<file path="src/rtl/ftoi_pkg.sv">
// Shared FPU constants and the ftoi pipeline-stage record.
package ftoi_pkg;
  localparam int EXP_W = 8;
  localparam int MAN_W = 23;
  localparam int BIAS  = 127;

  // Exponent thresholds: |x| >= 2^31, m already integral, |x| >= 0.5.
  localparam logic [EXP_W-1:0] E_SAT  = EXP_W'(BIAS + 31);
  localparam logic [EXP_W-1:0] E_INT  = EXP_W'(BIAS + MAN_W);
  localparam logic [EXP_W-1:0] E_HALF = EXP_W'(BIAS - 1);

  localparam logic [31:0] INT_MIN = 32'h8000_0000;

  typedef struct packed {
    logic        s;
    logic        sat;
    logic [31:0] mag;
    logic        rnd;
  } stg_t;
endpackage

</file>
<file path="src/rtl/ftoi_shift.sv">
// Barrel shift of the 24-bit significand to an integer magnitude plus the
// first shifted-out bit (round-half-away when added to the magnitude).
module ftoi_shift
  import ftoi_pkg::*;
(
  input  logic [EXP_W-1:0] e,
  input  logic [MAN_W:0]   m,
  output logic [31:0]      mag,
  output logic             rnd
);
  logic [2:0]       lsh;
  logic [4:0]       rsh;
  logic [MAN_W+1:0] rext;

  assign lsh  = 3'(e - E_INT);
  assign rsh  = 5'(E_INT - e);
  // Guard bit appended so bit 0 after the shift is m[rsh-1].
  assign rext = {m, 1'b0} >> rsh;

  always_comb begin
    mag = '0;
    rnd = 1'b0;
    if (e >= E_INT) begin
      mag = 32'(m) << lsh;
    end else if (e >= E_HALF) begin
      mag = 32'(rext[MAN_W+1:1]);
      rnd = rext[0];
    end
  end
endmodule

</file>
<file path="src/rtl/ftoi.sv">
// Float32 -> int32, round half away from zero, saturating to INT_MIN; 3-cycle latency.
module ftoi
  import ftoi_pkg::*;
(
  input  logic [31:0] x1,
  output logic [31:0] y,
  input  logic        clk,
  input  logic        rst
);
  logic [31:0] sh_mag;
  logic        sh_rnd;
  stg_t        s1_d, st1, st2;
  logic [31:0] y_d;

  ftoi_shift u_shift (
    .e   (x1[30:23]),
    .m   ({1'b1, x1[22:0]}),
    .mag (sh_mag),
    .rnd (sh_rnd)
  );

  assign s1_d = '{s: x1[31], sat: (x1[30:23] >= E_SAT), mag: sh_mag, rnd: sh_rnd};

  // Saturation overrides sign, so -2^31 exactly also lands on INT_MIN.
  assign y_d = st2.sat ? INT_MIN : (st2.s ? -st2.mag : st2.mag);

  always_ff @(posedge clk) begin
    if (rst) begin
      st1 <= '0;
      st2 <= '0;
      y   <= '0;
    end else begin
      st1 <= s1_d;
      st2 <= '{s: st1.s, sat: st1.sat, mag: st1.mag + 32'(st1.rnd), rnd: 1'b0};
      y   <= y_d;
    end
  end
endmodule

</file>
<file path="config.mk">
export PLATFORM = sky130hd
export DESIGN_NAME = ftoi
export DESIGN_NICKNAME = d
export VERILOG_FILES = /design/src/rtl/ftoi_pkg.sv /design/src/rtl/ftoi_shift.sv /design/src/rtl/ftoi.sv
export SDC_FILE = /design/constraint.sdc
export NUM_CORES = 1
export LEC_CHECK = 0
export ABC_CLOCK_PERIOD_IN_PS = 3700
export BUFFER_PORTS_ARGS = -buffer_cell sky130_fd_sc_hd__buf_2
export CORE_ASPECT_RATIO = 2
export CORE_MARGIN = 3
export CORE_UTILIZATION = 55
export CTS_CLUSTER_DIAMETER = 100
export DETAILED_ROUTE_END_ITERATION = 10
export GPL_TIMING_DRIVEN = 0
export PLACE_DENSITY = 0.75
export SLEW_MARGIN = 0
export SYNTH_ARGS = -nofsm -noshare
export SYNTH_HDL_FRONTEND = slang
export SYNTH_HIERARCHICAL = 1
export SYNTH_SLANG_ARGS = --single-unit
export TNS_END_PERCENT = 50
</file>
<file path="constraint.sdc">
create_clock -name clk -period 3.7 [get_ports clk]
set_input_delay 0.74 -clock clk [delete_from_list [all_inputs] [get_ports clk]]
set_output_delay 0.74 -clock clk [all_outputs]
set_load 0.005 [all_outputs]
</file>
==> results.json, run 1 <==
{
  "fill_cells": 989,
  "drt_iter0_drc": 311,
  "cts_hold_buf": 0,
  "die_y_um": 161.2,
  "syn_area_mm2": 0.006625,
  "outcome": "finished, violations left",
  "period_minus_slack_ns": 3.706,
  "ir_drop_uv": 354.0,
  "start_util": 0.5628,
  "root_buffer": "clkbuf_16",
  "critPathMaxStageDelay_ns": 0.39,
  "rows": 56,
  "hold_violations": 0,
  "grt_max_degree": 20,
  "finalWeightedCongestion": 1.056,
  "clock_latency_ns": 0.34,
  "syn_inst": 743,
  "cts_tree": "done",
  "synth_top_area_share": 0.3052,
  "syn_avg_cell_area_um2": 8.917,
  "area_growth_pct": 12.92,
  "fmax_mhz": 269.8,
  "worst_pin_slew_ns": 0.9594,
  "vias": 6175,
  "power.density_mw_per_mm2": 381.9,
  "seq_area_frac_synth": 0.3052,
  "coreArea_mm2": 0.01177,
  "min_period_over_period": 1.002,
  "cp_slowest_cell": "mux2i_2",
  "slew_headroom": 0.3590,
  "die_x_um": 83.61,
  "ios": 66,
  "numClockSinks": 101,
  "cts_buffers": 9,
  "ys_types": 69,
  "grt_first_pass_wirelength_um": 32870,
  "total_power_mw": 2.857,
  "maxCapViolCount": 0,
  "synth_area_leaders": "dfxtp_1 31%, mux2i_1 14%, mux4_2 5.8%, nor2b_1 3.9%, a21oi_1 3.2%",
  "clkTransAtPathRegs_ns": 0.08,
  "clockBufferDepth": 2,
  "endpoint_kind": "register",
  "grt_antenna_before_repair": 0,
  "post_drt_wl_per_cell_um": 22.08,
  "finalSetupViolCount": 1,
  "p_leak_nw": 3.001,
  "nNetsFinal": 866,
  "failed_checks": "setup timing",
  "ys.flop_type": "dfxtp_1",
  "slew_violations": 0,
  "route.detailed.drc": 0,
  "worst_ep_required_time_ns": 3.90,
  "synth_edf_count": 0,
  "track_usage": 0.3138,
  "start_kind": "input port",
  "crit_arrival_ns": 3.91,
  "yosys_warnings": 6,
  "cts_max_level": 3,
  "drt_pre_antenna_iters": 5,
  "wl_um": 21520,
  "path_cells": "buf_2, buf_4, inv_1, buf_4, clkbuf_4, ha_1, buf_2, buf_4, mux2i_2, mux2i_1, mux2i_1, mux2i_1, a221o_1, nor2b_1",
  "diodes": 0,
  "rsz0062_at_grt": "true",
  "async_reset_ff_frac": 0,
  "drive_gt1_frac": 0.2036,
  "reg2reg_setup_slack_ns": 1.18,
  "fin_skew_ns": 0.009813,
  "hold_ws_ns": 0.4424,
  "hpwl_um": 17400,
  "dieArea_mm2": 0.01348,
  "hold_path_class": "reg -> reg",
  "grt-ovfl-total": 0,
  "synth-seq-cells": 101,
  "fin_ws_ns": -0.005985,
  "cp_max_fo": 10,
  "post_drt_via_cell_ratio": 6.333,
  "port_buffers": 64,
  "grt_pass1_vias": 6377,
  "yosysTopAreaCell": "dfxtp_1",
  "critical_path_class": "in -> reg",
  "drt.antenna.violating_nets": 0
}
-- placed cells by master (no fill, tap or decap), drive strengths merged, types with 4 or more instances in the layout --
cell type  count
nor3          17
o221ai         6
nand2         55
inv           18
mux4          18
a21oi         43
clkbuf        37
ha             7
o31ai         16
a2111o         4
a31oi         12
o41ai          5
dfxtp        101
and4           4
mux2          16
buf           91
o22ai          9
nor2b         41
or2            4
and3           7
nand2b         6
conb           8
xnor2          8
or3           24
or4           23
xor2          18
mux2i         91
nor2          57
nor4           8
o21ai         22
nand3         16
nand4          9
-- Yosys cell counts, drive strengths merged, types with 3 or more instances --
cell,n
mux4,18
a211oi,3
mux2i,91
nor4,8
a21oi,43
buf,28
and4,4
nand4,9
o31ai,16
o221ai,6
inv,14
nor2,57
nand2b,6
or4,23
a2111o,4
nor2b,41
o41ai,5
o22ai,9
or3,24
clkbuf,26
nand2,55
ha,7
nor3,17
o211ai,3
xnor2,8
or2,4
xor2,18
a31oi,12
nand3,16
o21ai,22
and3,7
mux2,16
dfxtp,101
-- sequential cells by signal, indices dropped and copies added (netlist names) --
register and flops:
st1 35, st2 34, y 32
-- per-stage QoR --
step / utilization / setup slack (ns) / std cells / TNS, ns / area, um^2
after CTS: 0.6329 / 0.05548 / 975 / 0 / 7450
after global placement: 0.6074 / -0.3770 / 958 / -4.138 / 7149
after floorplan: - / 0.5404 / 749 / 0 / 6648
final: 0.6355 / -0.005985 / 975 / -0.005985 / 7481
after detailed placement: 0.6074 / -0.3775 / 958 / -4.084 / 7149
after global routing: 0.6355 / -0.03236 / 975 / -0.05399 / 7481
-- final timing paths --
| kind | depth (start not counted) | start | endpoint |
|---|---|---|---|
| max reg2reg | 6 | st1[5]$_SDFF_PP0_ | st2[32]$_SDFF_PP0_ |
| min | 1 | st1[34]$_SDFF_PP0_ | st2[34]$_SDFF_PP0_ |
| max | 14 | x1[23] | st1[1]$_SDFF_PP0_ |
| min reg2reg | 1 | st1[34]$_SDFF_PP0_ | st2[34]$_SDFF_PP0_ |
-- critical path: cells and delay by family --
family | cells | cell delay [ns]
buf+inv | 7 | 1.28
fa+ha+maj | 1 | 0.30
compound gates | 1 | 0.33
mux | 4 | 1.10
simple gates | 1 | 0.13
-- cells by family (layout without fill, tap and decap cells) --
| kind of cell | after synthesis | after routing | share of synthesized area |
|---|---|---|---|
| compound gates | 138 | 138 | 0.1422 |
| xor+xnor | 26 | 26 | 0.03664 |
| fa+ha+maj | 7 | 7 | 0.01322 |
| buf+inv | 68 | 149 | 0.04986 |
| flops | 101 | 101 | 0.3052 |
| mux | 125 | 125 | 0.2270 |
| other cells | 2 | 8 | 0.001134 |
| simple gates | 276 | 276 | 0.2247 |
-- metal layers --
layer	track usage	part of all wire	vias up	routed length, um
li1	-	-	2903	-
met1	0.2543	0.31	2937	6675
met2	0.6320	0.58	245	12410
met3	0.03471	0.034	90	732
met4	0.2672	0.079	0	1705
met5	0	0	-	0
-- area by class of cell --
type	instances	area [um^2]	area share
flip-flops and latches	101	2022	0.2703
well taps	145	181.4	0.02425
plain buffers	54	282.8	0.03780
clock inverters	7	63.81	0.008530
inverters	14	52.55	0.007025
multi-input cells	580	4325	0.5782
clock buffers	9	225.2	0.03011
repair buffers	65	327.8	0.04382
-- report_power, final --
group          total, mW  switching (mW)  internal, mW
combinational      0.776           0.467         0.309
sequential          1.18          0.0402          1.14
clock              0.904           0.433         0.470
-- repair_timing --
item                       in CTS  in global routing
setup buffers                   1                  0
gates resized for setup         1                  9
setup endpoints to repair       2                 11
pin swaps                       1                  0
(Power assumes the default switching activity.)
==> inputs of run 2 (changes only) <==
--- a/config.mk
+++ b/config.mk
@@ -14,6 +14,7 @@
 export DETAILED_ROUTE_END_ITERATION = 10
 export GPL_TIMING_DRIVEN = 0
 export PLACE_DENSITY = 0.75
+export SKIP_CTS_REPAIR_TIMING = 1
 export SLEW_MARGIN = 0
 export SYNTH_ARGS = -nofsm -noshare
 export SYNTH_HDL_FRONTEND = slang
==> results.json, run 2 (synthesis results as in run 1) <==
{
  "period_minus_slack_ns": 3.661,
  "diodes": 0,
  "cts_buffers": 9,
  "port_buffers": 64,
  "grt-ovfl-total": 0,
  "reg2reg_setup_slack_ns": 1.21,
  "drive_gt1_frac": 0.2072,
  "root_buffer": "clkbuf_16",
  "final_common_cell": "dfxtp_1",
  "fmax_mhz": 273.1,
  "grt_antenna_before_repair": 0,
  "drt_iter0_drc": 317,
  "rsz0062_at_grt": "true",
  "reg_top3": "st1: 35 flops, st2: 34 flops, y: 32 flops",
  "wl_um": 21510,
  "final_cell_mix": "101 x dfxtp_1, 80 x mux2i_1, 77 x buf_2",
  "die_x_um": 83.61,
  "die_y_um": 161.2,
  "grt_first_pass_wirelength_um": 32890,
  "slew_violations": 0,
  "min_period_over_period": 0.9896,
  "fin_skew_ns": 0.008667,
  "slew_headroom": 0.3466,
  "worst_pin_slew_ns": 0.9780,
  "area_growth_pct": 13.22,
  "start_kind": "input port",
  "start_util": 0.5628,
  "cts_tree": "done",
  "post_drt_via_cell_ratio": 6.359,
  "ir_drop_uv": 351.9,
  "largest_reg_flops": 35,
  "hold_violations": 0,
  "switching_share": 0.3294,
  "dieArea_mm2": 0.01348,
  "grt_max_degree": 20,
  "coreArea_mm2": 0.01177,
  "hold_path_class": "reg -> reg",
  "total_power_mw": 2.862,
  "maxCapViolCount": 0,
  "cp_max_fo": 10,
  "endpoint_kind": "register",
  "vias": 6200,
  "p_leak_nw": 2.997,
  "rows": 56,
  "worst_ep_required_time_ns": 3.90,
  "clockBufferDepth": 2,
  "post_drt_wl_per_cell_um": 22.06,
  "hold_ws_ns": 0.4470,
  "clock_latency_ns": 0.34,
  "route.detailed.drc": 0,
  "pwr-share-comb": 0.273,
  "largest-register": "st1",
  "finalWeightedCongestion": 1.056,
  "path_cells": "buf_2, buf_4, inv_1, buf_4, clkbuf_4, ha_1, buf_2, buf_4, mux2i_2, mux2i_1, mux2i_1, mux2i_1, a221o_1, nor2b_1",
  "hpwl_um": 17400,
  "grt_pass1_vias": 6382,
  "cp_slowest_cell": "mux2i_2",
  "critical_path_class": "in -> reg",
  "track_usage": 0.3139,
  "clockPowerShare": 0.316,
  "fill_cells": 991,
  "dp.cells": 958,
  "finalSetupViolCount": 0,
  "drt_pre_antenna_iters": 5,
  "final-instance-count-excl-fill": 975,
  "numClockSinks": 101,
  "cts_max_level": 3,
  "outcome": "finished clean",
  "power.density_mw_per_mm2": 381.6,
  "ios": 66,
  "p_seq_frac": 0.411,
  "crit_arrival_ns": 3.87,
  "clkTransAtPathRegs_ns": 0.08,
  "critPathMaxStageDelay_ns": 0.39,
  "intPower_mw": 1.919,
  "p_switching_uw": 942.8,
  "drt.antenna.violating_nets": 0,
  "nNetsFinal": 866
}
-- run 2: power by group through the flow --
stage | registers, mW | clock network [mW] | logic (mW)
6_report | 1.18 | 0.904 | 0.782
5_1_grt | 1.18 | 0.946 | 0.833
4_1_cts | 1.18 | 0.911 | 0.746
3_5_place_dp | 1.20 | 0 | 0.742
3_3_place_gp | 1.20 | 0 | 0.734
2_1_floorplan | 1.19 | 0 | 0.503
-- run 2: worst max-delay path, delay by kind of cell --
| family | cells | cell delay [ns] |
|---|---|---|
| muxes | 4 | 1.06 |
| AOI/OAI and AO/OA | 1 | 0.32 |
| buffers and inverters | 7 | 1.29 |
| adders and majority gates | 1 | 0.30 |
| and+or+nand+nor | 1 | 0.13 |
-- run 2: path summary, 6_finish.rpt --
path	from	to	cells past startpoint
min	st1[34]$_SDFF_PP0_	st2[34]$_SDFF_PP0_	1
min reg2reg	st1[34]$_SDFF_PP0_	st2[34]$_SDFF_PP0_	1
max reg2reg	st1[5]$_SDFF_PP0_	st2[32]$_SDFF_PP0_	6
max	x1[23]	st1[1]$_SDFF_PP0_	14
-- run 2: final cells by class --
type,instances,area [um^2],share of cell area
Clock inverter,7,63.81,0.008507
Sequential cell,101,2022,0.2696
Buffer,54,282.8,0.03770
Inverter,14,52.55,0.007006
Multi-Input combinational cell,580,4345,0.5793
Clock buffer,9,225.2,0.03003
Timing Repair Buffer,65,327.8,0.04370
Tap cell,145,181.4,0.02419
-- run 2: stage by stage --
stage	setup slack (ns)	cell area [um^2]	utilization	TNS [ns]
2_1_floorplan	0.5404	6648	-	0
3_3_place_gp	-0.3770	7149	0.6074	-4.138
3_5_place_dp	-0.3775	7149	0.6074	-4.084
4_1_cts	-0.03138	7438	0.6319	-0.05560
5_1_grt	-0.03686	7501	0.6372	-0.05624
6_report	0.03865	7501	0.6372	0
-- run 2: metal layers --
layer | vias to the layer above | global-route usage | wire length [um]
met5 | - | 0 | 0
met4 | 0 | 0.2672 | 2102
met3 | 107 | 0.03471 | 813
met2 | 272 | 0.6320 | 12060
met1 | 2919 | 0.2545 | 6528
li1 | 2902 | - | -
==> inputs of run 3 (changes only) <==
--- a/config.mk
+++ b/config.mk
@@ -5,7 +5,7 @@
 export SDC_FILE = /design/constraint.sdc
 export NUM_CORES = 1
 export LEC_CHECK = 0
-export ABC_CLOCK_PERIOD_IN_PS = 3700
+export ABC_CLOCK_PERIOD_IN_PS = 4190
 export BUFFER_PORTS_ARGS = -buffer_cell sky130_fd_sc_hd__buf_2
 export CORE_ASPECT_RATIO = 2
 export CORE_MARGIN = 3
==> constraint.sdc (replaced) <==
create_clock -name clk -period 4.19 [get_ports clk]
set_input_delay 0.838 -clock clk [delete_from_list [all_inputs] [get_ports clk]]
set_output_delay 0.838 -clock clk [all_outputs]
set_load 0.005 [all_outputs]
==> results.json, run 3 (synthesis results as in run 1) <==
{
  "crit_buf_inv": 7,
  "worst_pin_slew_ns": 0.9734,
  "crit_family": "buffers and inverters",
  "power.density_mw_per_mm2": 337.5,
  "r2r_end": "st2[32]$_SDFF_PP0_",
  "slew_violations": 0,
  "ios": 66,
  "period_minus_slack_ns": 3.878,
  "dieArea_mm2": 0.01348,
  "gr-usage-met3": 0.03471,
  "nNetsFinal": 865,
  "drt.antenna.violating_nets": 0,
  "seq_area_mm2": 0.002022,
  "p_switching_uw": 825.6,
  "cts_tree": "done",
  "fin_area_mm2": 0.007438,
  "cp_slowest_cell": "mux2i_1",
  "placed_area_mm2": 0.007149,
  "critical_path_class": "in -> reg",
  "outcome": "finished clean",
  "crit_arrival_ns": 4.08,
  "place_ws_ns": 0.01452,
  "reg2reg_from": "st1[5]$_SDFF_PP0_",
  "grt_antenna_before_repair": 0,
  "path_cells": "buf_2, buf_4, inv_1, buf_4, buf_2, ha_1, buf_2, buf_4, mux2i_1, mux2i_1, mux2i_1, mux2i_1, a221o_1, nor2b_1",
  "hold_violations": 0,
  "rsz0062_at_grt": "false",
  "grtUsageMet1": 0.2545,
  "grt-ovfl-total": 0,
  "fin_ws_ns": 0.3122,
  "total_power_mw": 2.510,
  "hold_path_class": "reg -> reg",
  "hold_end": "st2[34]$_SDFF_PP0_",
  "p_leak_nw": 3.010,
  "drt_iter0_drc": 281,
  "finalSetupViolCount": 0,
  "critPathMaxStageDelay_ns": 0.46,
  "start_util": 0.5628,
  "cts_buffers": 9,
  "top_usage_layer": "met2",
  "hold_ws_ns": 0.4422,
  "use_met2": 0.6320,
  "port_buffers": 64,
  "final_common_cell": "dfxtp_1",
  "die_y_um": 161.2,
  "area_growth_pct": 12.28,
  "post_drt_wl_per_cell_um": 21.98,
  "grt_first_pass_wirelength_um": 32890,
  "worst_ep_required_time_ns": 4.39,
  "intPower_mw": 1.684,
  "hpwl_um": 17400,
  "fmax_mhz": 257.9,
  "die_x_um": 83.61,
  "largest_reg_flops": 35,
  "slew_headroom": 0.3496,
  "reg2reg_setup_slack_ns": 1.67,
  "grt_max_degree": 20,
  "min_period_over_period": 0.9255,
  "reg_top3": "st1: 35 flops, st2: 34 flops, y: 32 flops",
  "fill_cells": 997,
  "critPathMostFrequentCell": "mux2i_1",
  "wl_um": 21410,
  "cts_max_level": 3,
  "multi_input_area_mm2": 0.004295,
  "clockBufferDepth": 2,
  "min_path_cells": 1,
  "root_buffer": "clkbuf_16",
  "final_cell_mix": "101 x dfxtp_1, 91 x mux2i_1, 79 x buf_2",
  "numClockSinks": 101,
  "r2r_cells": 6,
  "clockPowerShare": 0.318,
  "maxCapViolCount": 0,
  "switching_share": 0.3289,
  "finalWeightedCongestion": 1.056,
  "track_usage": 0.3139,
  "largest-register": "st1",
  "hold_start": "st1[34]$_SDFF_PP0_",
  "coreArea_mm2": 0.01177,
  "vias": 6141,
  "drt_pre_antenna_iters": 7,
  "grt_pass1_vias": 6382,
  "route.detailed.drc": 0,
  "pwr-share-comb": 0.268,
  "fin_skew_ns": 0.009220,
  "rows": 56,
  "post_drt_via_cell_ratio": 6.305,
  "diodes": 0,
  "ir_drop_uv": 311.5,
  "setup.worst_path.start": "x1[23]",
  "drive_gt1_frac": 0.1930,
  "cp_max_fo": 10,
  "clock_latency_ns": 0.34,
  "p_seq_frac": 0.414,
  "start_kind": "input port",
  "clkTransAtPathRegs_ns": 0.08,
  "endpoint_kind": "register",
  "setup_tns_ns": 0
}
## run 3: cell count changes in the layout (fill, tap and decap cells not counted)
cell      change
mux2i_1      +11
mux2i_2      -10
buf_2         +2
buf_4         -1
clkbuf_4      -2
mux2i_4       -1
## run 3: through the flow
step / utilization / cells
final: 0.6319 / 974
after global routing: 0.6319 / 974
after CTS: 0.6319 / 974
after detailed placement: 0.6074 / 958
after global placement: 0.6074 / 958
after floorplan: - / 749
## run 3: metal layers
layer / part of all wire / up-vias
met4: 0.091 / 0
li1: - / 2900
met5: 0 / -
met1: 0.31 / 2889
met2: 0.57 / 258
met3: 0.035 / 94
## run 3: worst reg2reg max path, cell delays in order, from the launching register on
cell	delay (ns)
dfxtp_1	0.41
nand4_1	0.18
buf_2	0.21
or4_4	0.61
buf_6	0.18
nor4_1	0.45
mux2_2	0.40
## run 3: power groups by stage
stage          sequential, mW  clock (mW)  combinational (mW)
6_report                 1.04       0.799               0.672
5_1_grt                  1.04       0.835               0.719
4_1_cts                  1.04       0.804               0.659
3_5_place_dp             1.06           0               0.655
3_3_place_gp             1.06           0               0.648
2_1_floorplan            1.05           0               0.444
## run 3: how the worst max path moves through the flow
| stage | to | slack [ns] | cells past startpoint |
|---|---|---|---|
| after global routing | st1[14]$_SDFF_PP0_ | 0.18 | 14 |
| after floorplan | st1[2]$_SDFF_PP0_ | 0.93 | 12 |
| after detailed placement | st1[5]$_SDFF_PP0_ | 0.01 | 13 |
| after CTS | st1[5]$_SDFF_PP0_ | 0.36 | 13 |
| after global placement | st1[1]$_SDFF_PP0_ | 0.02 | 14 |
| final | st1[1]$_SDFF_PP0_ | 0.31 | 14 |
## run 3: cell type report
cell class / count / share of cell area
plain buffers: 54 / 0.03734
flip-flops and latches: 101 / 0.2718
well taps: 145 / 0.02439
repair buffers: 64 / 0.04306
clock inverters: 7 / 0.008579
clock buffers: 9 / 0.03028
inverters: 14 / 0.007065
multi-input cells: 580 / 0.5775
